<file path="config.mk">
export PLATFORM = sky130hd
export DESIGN_NAME = keypad_scanner_flat
export DESIGN_NICKNAME = d
export VERILOG_FILES = /design/src/rtl/keypad_scanner_if.sv /design/src/rtl/keypad_scanner.sv /design/src/flat_wrapper.sv
export SDC_FILE = /design/constraint.sdc
export NUM_CORES = 1
export LEC_CHECK = 0
export ABC_AREA = 1
export BUFFER_PORTS_ARGS = -buffer_cell sky130_fd_sc_hd__buf_2
export CORE_MARGIN = 3
export CORE_UTILIZATION = 61
export CTS_CLUSTER_SIZE = 16
export DETAILED_ROUTE_END_ITERATION = 12
export HOLD_SLACK_MARGIN = 0.12
export PLACE_DENSITY_LB_ADDON = 0.25
export SYNTH_ARGS = -nofsm -noshare
export SYNTH_HDL_FRONTEND = slang
export SYNTH_SLANG_ARGS = --single-unit
export TNS_END_PERCENT = 20
</file>
<file path="constraint.sdc">
create_clock -name clk -period 4.9 [get_ports clk]
set_input_delay 1.225 -clock clk [delete_from_list [all_inputs] [get_ports clk]]
set_output_delay 1.225 -clock clk [all_outputs]
set_load 0.1 [all_outputs]
</file>
<file path="src/rtl/keypad_scanner_if.sv">
// keypad_scanner_if: pin-side and game-side signals of the 4x4 keypad scanner.
//   row       - row drive, active-low, one row low at a time
//   col       - column sense, active-low, pulled up, asynchronous
//   key       - debounced 16-bit bitmap, bit = row*4 + col, 1 = pressed
//   key_press - one-cycle pulse on a clean single-key press
//   key_code  - index of the most recent key_press key
//   key_multi - high while key has two or more bits set
// master: the scanner; slave: keypad pins / game core.
interface keypad_scanner_if;
  logic [3:0]  row;
  logic [3:0]  col;
  logic [15:0] key;
  logic        key_press;
  logic [3:0]  key_code;
  logic        key_multi;

  modport master (
    output row, key, key_press, key_code, key_multi,
    input  col
  );

  modport slave (
    input  row, key, key_press, key_code, key_multi,
    output col
  );
endinterface

</file>
<file path="src/rtl/keypad_scanner.sv">
// keypad_scanner: scans a 4x4 active-low matrix keypad one row at a time,
// debounces whole 16-bit frames and publishes a stable bitmap together with
// a single-press event, its key index and a multi-key flag.
// Ports:
//   clk - system clock
//   rst - asynchronous, active-high reset
//   kp  - keypad_scanner_if.master (row/col pins, key/key_press/key_code/key_multi)
//
// state | meaning
// ------+-------------------------------------------
// ROW0  | row = 1110, scanning keys 0..3
// ROW1  | row = 1101, scanning keys 4..7
// ROW2  | row = 1011, scanning keys 8..11
// ROW3  | row = 0111, scanning keys 12..15; its sample ends the frame
module keypad_scanner #(
  parameter int SCAN_DIV        = 10_000,
  parameter int DEBOUNCE_FRAMES = 4
) (
  input  logic              clk,
  input  logic              rst,
  keypad_scanner_if.master  kp
);

  localparam int DW = (SCAN_DIV > 1) ? $clog2(SCAN_DIV) : 1;
  localparam int CW = $clog2(DEBOUNCE_FRAMES + 1);
  localparam logic [DW-1:0] DWELL_LAST = DW'(SCAN_DIV - 1);
  localparam logic [CW-1:0] CNT_FULL   = CW'(DEBOUNCE_FRAMES);
  localparam logic [CW-1:0] CNT_PRE    = CW'(DEBOUNCE_FRAMES - 1);

  typedef enum logic [1:0] {ROW0 = 2'd0, ROW1 = 2'd1, ROW2 = 2'd2, ROW3 = 2'd3} state_t;

  state_t        state_q, state_d;
  logic [DW-1:0] dwell_q, dwell_d;
  logic [3:0]    col_s1_q, cs_q;
  logic [15:0]   raw_q, raw_d;
  logic          frame_end_q, frame_end_d;
  logic [15:0]   cand_q, cand_d;
  logic [CW-1:0] cnt_q, cnt_d;
  logic [15:0]   key_q, key_d;
  logic          key_press_q, key_press_d;
  logic [3:0]    key_code_q, key_code_d;
  logic          key_multi_q, key_multi_d;
  logic          dwell_last;

  function automatic logic is_onehot(input logic [15:0] v);
    return (v != 16'd0) && ((v & (v - 16'd1)) == 16'd0);
  endfunction

  function automatic logic [3:0] bit_index(input logic [15:0] v);
    logic [3:0] idx;
    idx = 4'd0;
    for (int i = 0; i < 16; i++) begin
      if (v[i]) idx = 4'(i);
    end
    return idx;
  endfunction

  assign dwell_last = (dwell_q == DWELL_LAST);

  // Row FSM and dwell counter
  always_comb begin
    state_d = state_q;
    dwell_d = dwell_q + DW'(1);
    if (dwell_last) begin
      dwell_d = '0;
      case (state_q)
        ROW0:    state_d = ROW1;
        ROW1:    state_d = ROW2;
        ROW2:    state_d = ROW3;
        default: state_d = ROW0;
      endcase
    end
  end

  always_comb begin
    case (state_q)
      ROW0:    kp.row = 4'b1110;
      ROW1:    kp.row = 4'b1101;
      ROW2:    kp.row = 4'b1011;
      default: kp.row = 4'b0111;
    endcase
  end

  // Late-dwell sampling; the ROW3 sample completes the frame, which the
  // debouncer consumes one cycle later once raw_q holds all 16 bits.
  always_comb begin
    raw_d       = raw_q;
    frame_end_d = 1'b0;
    if (dwell_last) begin
      case (state_q)
        ROW0:    raw_d[3:0]   = ~cs_q;
        ROW1:    raw_d[7:4]   = ~cs_q;
        ROW2:    raw_d[11:8]  = ~cs_q;
        default: begin
          raw_d[15:12] = ~cs_q;
          frame_end_d  = 1'b1;
        end
      endcase
    end
  end

  // Frame debouncer and event generation
  always_comb begin
    cand_d      = cand_q;
    cnt_d       = cnt_q;
    key_d       = key_q;
    key_press_d = 1'b0;
    key_code_d  = key_code_q;
    key_multi_d = key_multi_q;
    if (frame_end_q) begin
      if (raw_q != cand_q) begin
        cand_d = raw_q;
        cnt_d  = CW'(1);
      end else if (cnt_q < CNT_FULL) begin
        cnt_d = cnt_q + CW'(1);
        // Only the step into the full count may update key, so a long
        // stable run never re-fires.
        if ((cnt_q == CNT_PRE) && (cand_q != key_q)) begin
          key_d       = cand_q;
          key_multi_d = ($countones(cand_q) >= 2);
          if ((key_q == 16'd0) && is_onehot(cand_q)) begin
            key_press_d = 1'b1;
            key_code_d  = bit_index(cand_q);
          end
        end
      end
    end
  end

  always_ff @(posedge clk or posedge rst) begin
    if (rst) begin
      state_q     <= ROW0;
      dwell_q     <= '0;
      col_s1_q    <= 4'hF;
      cs_q        <= 4'hF;
      raw_q       <= '0;
      frame_end_q <= 1'b0;
      cand_q      <= '0;
      cnt_q       <= '0;
      key_q       <= '0;
      key_press_q <= 1'b0;
      key_code_q  <= '0;
      key_multi_q <= 1'b0;
    end else begin
      state_q     <= state_d;
      dwell_q     <= dwell_d;
      col_s1_q    <= kp.col;
      cs_q        <= col_s1_q;
      raw_q       <= raw_d;
      frame_end_q <= frame_end_d;
      cand_q      <= cand_d;
      cnt_q       <= cnt_d;
      key_q       <= key_d;
      key_press_q <= key_press_d;
      key_code_q  <= key_code_d;
      key_multi_q <= key_multi_d;
    end
  end

  assign kp.key       = key_q;
  assign kp.key_press = key_press_q;
  assign kp.key_code  = key_code_q;
  assign kp.key_multi = key_multi_q;

endmodule

</file>
<file path="src/flat_wrapper.sv">
// flat-port wrapper written by rule: the top's interface ports become plain ports
module keypad_scanner_flat 
#(
  parameter int SCAN_DIV        = 10_000,
  parameter int DEBOUNCE_FRAMES = 4
)
  (clk, rst, kp_row, kp_key, kp_key_press, kp_key_code, kp_key_multi, kp_col);
  keypad_scanner_if kp_i ();
  input  logic clk;
  input  logic rst;
  output wire logic [$bits(kp_i.row)-1:0] kp_row;
  output wire logic [$bits(kp_i.key)-1:0] kp_key;
  output wire logic [$bits(kp_i.key_press)-1:0] kp_key_press;
  output wire logic [$bits(kp_i.key_code)-1:0] kp_key_code;
  output wire logic [$bits(kp_i.key_multi)-1:0] kp_key_multi;
  input wire logic [$bits(kp_i.col)-1:0] kp_col;
  assign kp_row = kp_i.row;
  assign kp_key = kp_i.key;
  assign kp_key_press = kp_i.key_press;
  assign kp_key_code = kp_i.key_code;
  assign kp_key_multi = kp_i.key_multi;
  assign kp_i.col = kp_col;
  keypad_scanner #(.SCAN_DIV(SCAN_DIV), .DEBOUNCE_FRAMES(DEBOUNCE_FRAMES)) u_core (.clk(clk), .rst(rst), .kp(kp_i));
endmodule
</file>
==> results.yml <==
yosys:
  avgSynthCellArea_um2: 7.98
  synth_ff_type: "dfrtp_1"
  syn_inst: 608
  ys_ff_latch: 82
  yosys_warnings: 0
  yosysUniqueCellTypes: 37
  synth_nets: 658
  synthTopCellsByArea: "dfrtp_1 38%, nand2_1 13%, ha_1 8.5%, inv_1 6.6%, o21ai_0 5.1%"
  synth_top_area_cell: "dfrtp_1"
  synth-edff-count: 0
  synthesis.area_um2: 4850
  yosysSeqAreaShare: 0.425
  synthArstFlopShare: 1.00
  synth_top_area_share: 0.382
place:
  port_buffers: 31
  gp_congestion: 0.958
  hpwlAfterDp_um: 8810
cts:
  htreeDepth: 3
  cts.clk_slew.worst_paths_ns: 0.09
  clock_tree.root_cell: "clkbuf_8"
  ctsResizeCount: 0
  numCtsBuffers: 9
  clock_path_buffers: 2
  clkLatencyLatePin_ns: 0.35
  cts_tree: "built"
  clkSinkCount: 82
  ctsHoldBuffers: 0
  cts_setup_buffers: 0
min_path:
  holdPathEnd: "u_core.cs_q[1]"
  hold_start: "u_core.col_s1_q[1]"
  holdPathStages: 0
  holdCritPathClass: "flip-flop to flip-flop"
floorplan:
  die_h_um: 95.2
  start_util: 0.648
  fp.coreArea_um2: 7490
  die_x_um: 95.2
  dieArea_um2: 9060
  io_pins: 32
  rows: 31
cells_and_area:
  fillCellCount: 604
  antenna_cells: 0
  fin_nets: 695
  syn_to_final_growth_pct: 10.3
  drive_above_1_share: 0.123
drt:
  first_iter_violations: 279
  vias_per_cell: 5.42
  drc: 0
  vias: 4061
  wl_um: 11600
  ant_nets: 0
  avgRoutedWirePerCell_um: 15.4
  first_pass_iters: 5
timing:
  final.setup.tns_ns: 0
  timing.final.crit_share: 0.920
  finalHoldViolations: 0
  slew-limit-headroom: 0.488
  setup_viol: 0
  worstMarginPinSlew_ns: 0.767
  fmaxAchievable_mhz: 222
  drv_slew: 0
  grt_setup_unrepaired: "false"
  finClkSkew_ns: 0.0111
  layout_min_cycle_time_ns: 4.51
  timing.hold.ws_ns: 0.358
worst_setup_path:
  critical_path_class: "flip-flop to flip-flop"
  r2r_setup_slack_ns: 0.39
  end_kind: "flip-flop"
  ff2ff_path_depth: 17
  required_ns: 5.13
  r2r_start: "u_core.cand_q[0]"
  path_max_fanout: 6
  critPathArrivalTime_ns: 4.73
  worst_r2r_endpoint: "u_core.kp.key_multi"
  startpoint_type: "flip-flop"
power_and_ir_drop:
  intPower_uw: 1030
  pwr-share-clk: 0.465
  power_switching_uw: 281
  power_frac_seq: 0.524
  powerDensity_nw_per_um2: 244
  p_sw_frac: 0.215
  comb_power_share: 0.012
  power.leakage_uw: 0.00295
  ir_worst_vdd_mv: 0.253
outcome:
  status: "finished, final reports clean"
global_routing:
  grt_max_degree: 45
  grt.met3_usage: 0.0505
  top_usage_layer: "met2"
  grt_use_met2: 0.456
  antenna_found_initial: 0
  grt_pass1_vias: 3867
  use_met1: 0.382
  grt-ovfl-total: 0
  grtUsageTotal: 0.279
  grt_pass1_wl_um: 19300
job:
  drv_cap: 0
==> worst max-delay path by stage <==
stage	slack (ns)	endpoint	cells after the start	from
after floorplan	0.79	u_core.kp.key_multi	17	u_core.cand_q[0]
after global routing	0.13	u_core.kp.key_multi	17	u_core.cand_q[3]
after detailed placement	0.40	u_core.kp.key_multi	17	u_core.cand_q[0]
after CTS	0.38	u_core.kp.key_multi	17	u_core.cand_q[3]
final	0.39	u_core.kp.key_multi	17	u_core.cand_q[0]
after global placement	0.67	u_core.kp.key_multi	17	u_core.cand_q[0]
==> cell usage after synthesis, types with 4 or more instances <==
master     n
nand2_1  170
inv_1     85
dfrtp_1   74
nor2_1    62
o21ai_0   49
ha_1      33
a21oi_1   22
nand3_1   21
fa_1      11
inv_2     10
xnor2_1   10
nand4_1    9
dfstp_2    8
xor2_1     5
buf_2      4
==> final cells by class <==
cell class	instances	area [um^2]	area share
multi-input combinational	424	2390	0.447
tap	99	124	0.0231
sequential	82	2060	0.385
clock buffer	9	124	0.0231
clock inverter	7	124	0.0231
inverter	96	362	0.0676
timing repair buffer	32	163	0.0304
==> registers in the layout, indices dropped and copies added (netlist names) <==
register / flops
u_core.dwell_q: 14
u_core.cand_q: 16
u_core.state_q: 2
u_core.kp.key_code: 4
u_core.cnt_q: 3
u_core.raw_q: 16
u_core.kp.key: 16
u_core.cs_q: 4
u_core.frame_end_q: 1
u_core.col_s1_q: 4
u_core.kp.key_multi: 1
u_core.kp.key_press: 1
==> layout by cell type (no fill, tap or decap), drive strengths merged, types with 5 or more instances in the layout <==
master / instances
o21ai: 52
nand4: 9
nand2: 173
inv: 96
nand3: 24
clkbuf: 9
xnor2: 10
fa: 11
xor2: 5
dfrtp: 74
a21oi: 22
ha: 33
dfstp: 8
nor2: 66
buf: 32
==> metrics by stage <==
step | util | cell area, um^2 | total power, uW | std cells | worst slack (ns)
floorplan | - | 4850 | 706 | 608 | 0.791
global placement | 0.682 | 5100 | 714 | 733 | 0.671
detailed placement | 0.682 | 5100 | 715 | 733 | 0.397
CTS | 0.715 | 5350 | 1320 | 749 | 0.377
global route | 0.715 | 5350 | 1350 | 749 | 0.125
finish | 0.715 | 5350 | 1310 | 749 | 0.391
==> worst max-delay path, stage by stage (launching register included) <==
cell and delay [ns]:
dfrtp_1 0.46, inv_1 0.13, ha_1 0.30, inv_1 0.05, fa_1 0.53, inv_1 0.06
fa_1 0.45, fa_1 0.51, inv_1 0.05, fa_1 0.47, inv_1 0.08, ha_1 0.18
inv_1 0.06, fa_1 0.47, nor3b_1 0.15, o21ai_0 0.14, a21oi_1 0.17, o21ai_0 0.12
==> power groups by stage <==
stage	clock (uW)	combinational, uW	sequential (uW)
CTS	615	16.4	685
global placement	0	15.9	698
global route	650	18.2	686
floorplan	0	9.79	697
detailed placement	0	16.4	698
finish	608	15.3	685
==> per-layer routing <==
| layer | up-vias | routed length [um] |
|---|---|---|
| met2 | 121 | 5610 |
| met5 | - | 0 |
| li1 | 1979 | - |
| met4 | 0 | 198 |
| met1 | 1941 | 5170 |
| met3 | 20 | 580 |
==> cells by family (layout without fill, tap and decap cells) <==
logic type	after synthesis	count (layout)	synth area share
buffers and inverters	102	144	0.0815
adder cells (fa/ha/maj)	44	44	0.131
flip-flops	82	82	0.425
XOR/XNOR	15	15	0.0271
AO/OA/AOI/OAI	81	81	0.0885
AND/OR/NAND/NOR	284	284	0.247
No activity file was read; power rests on OpenSTA's default activity.
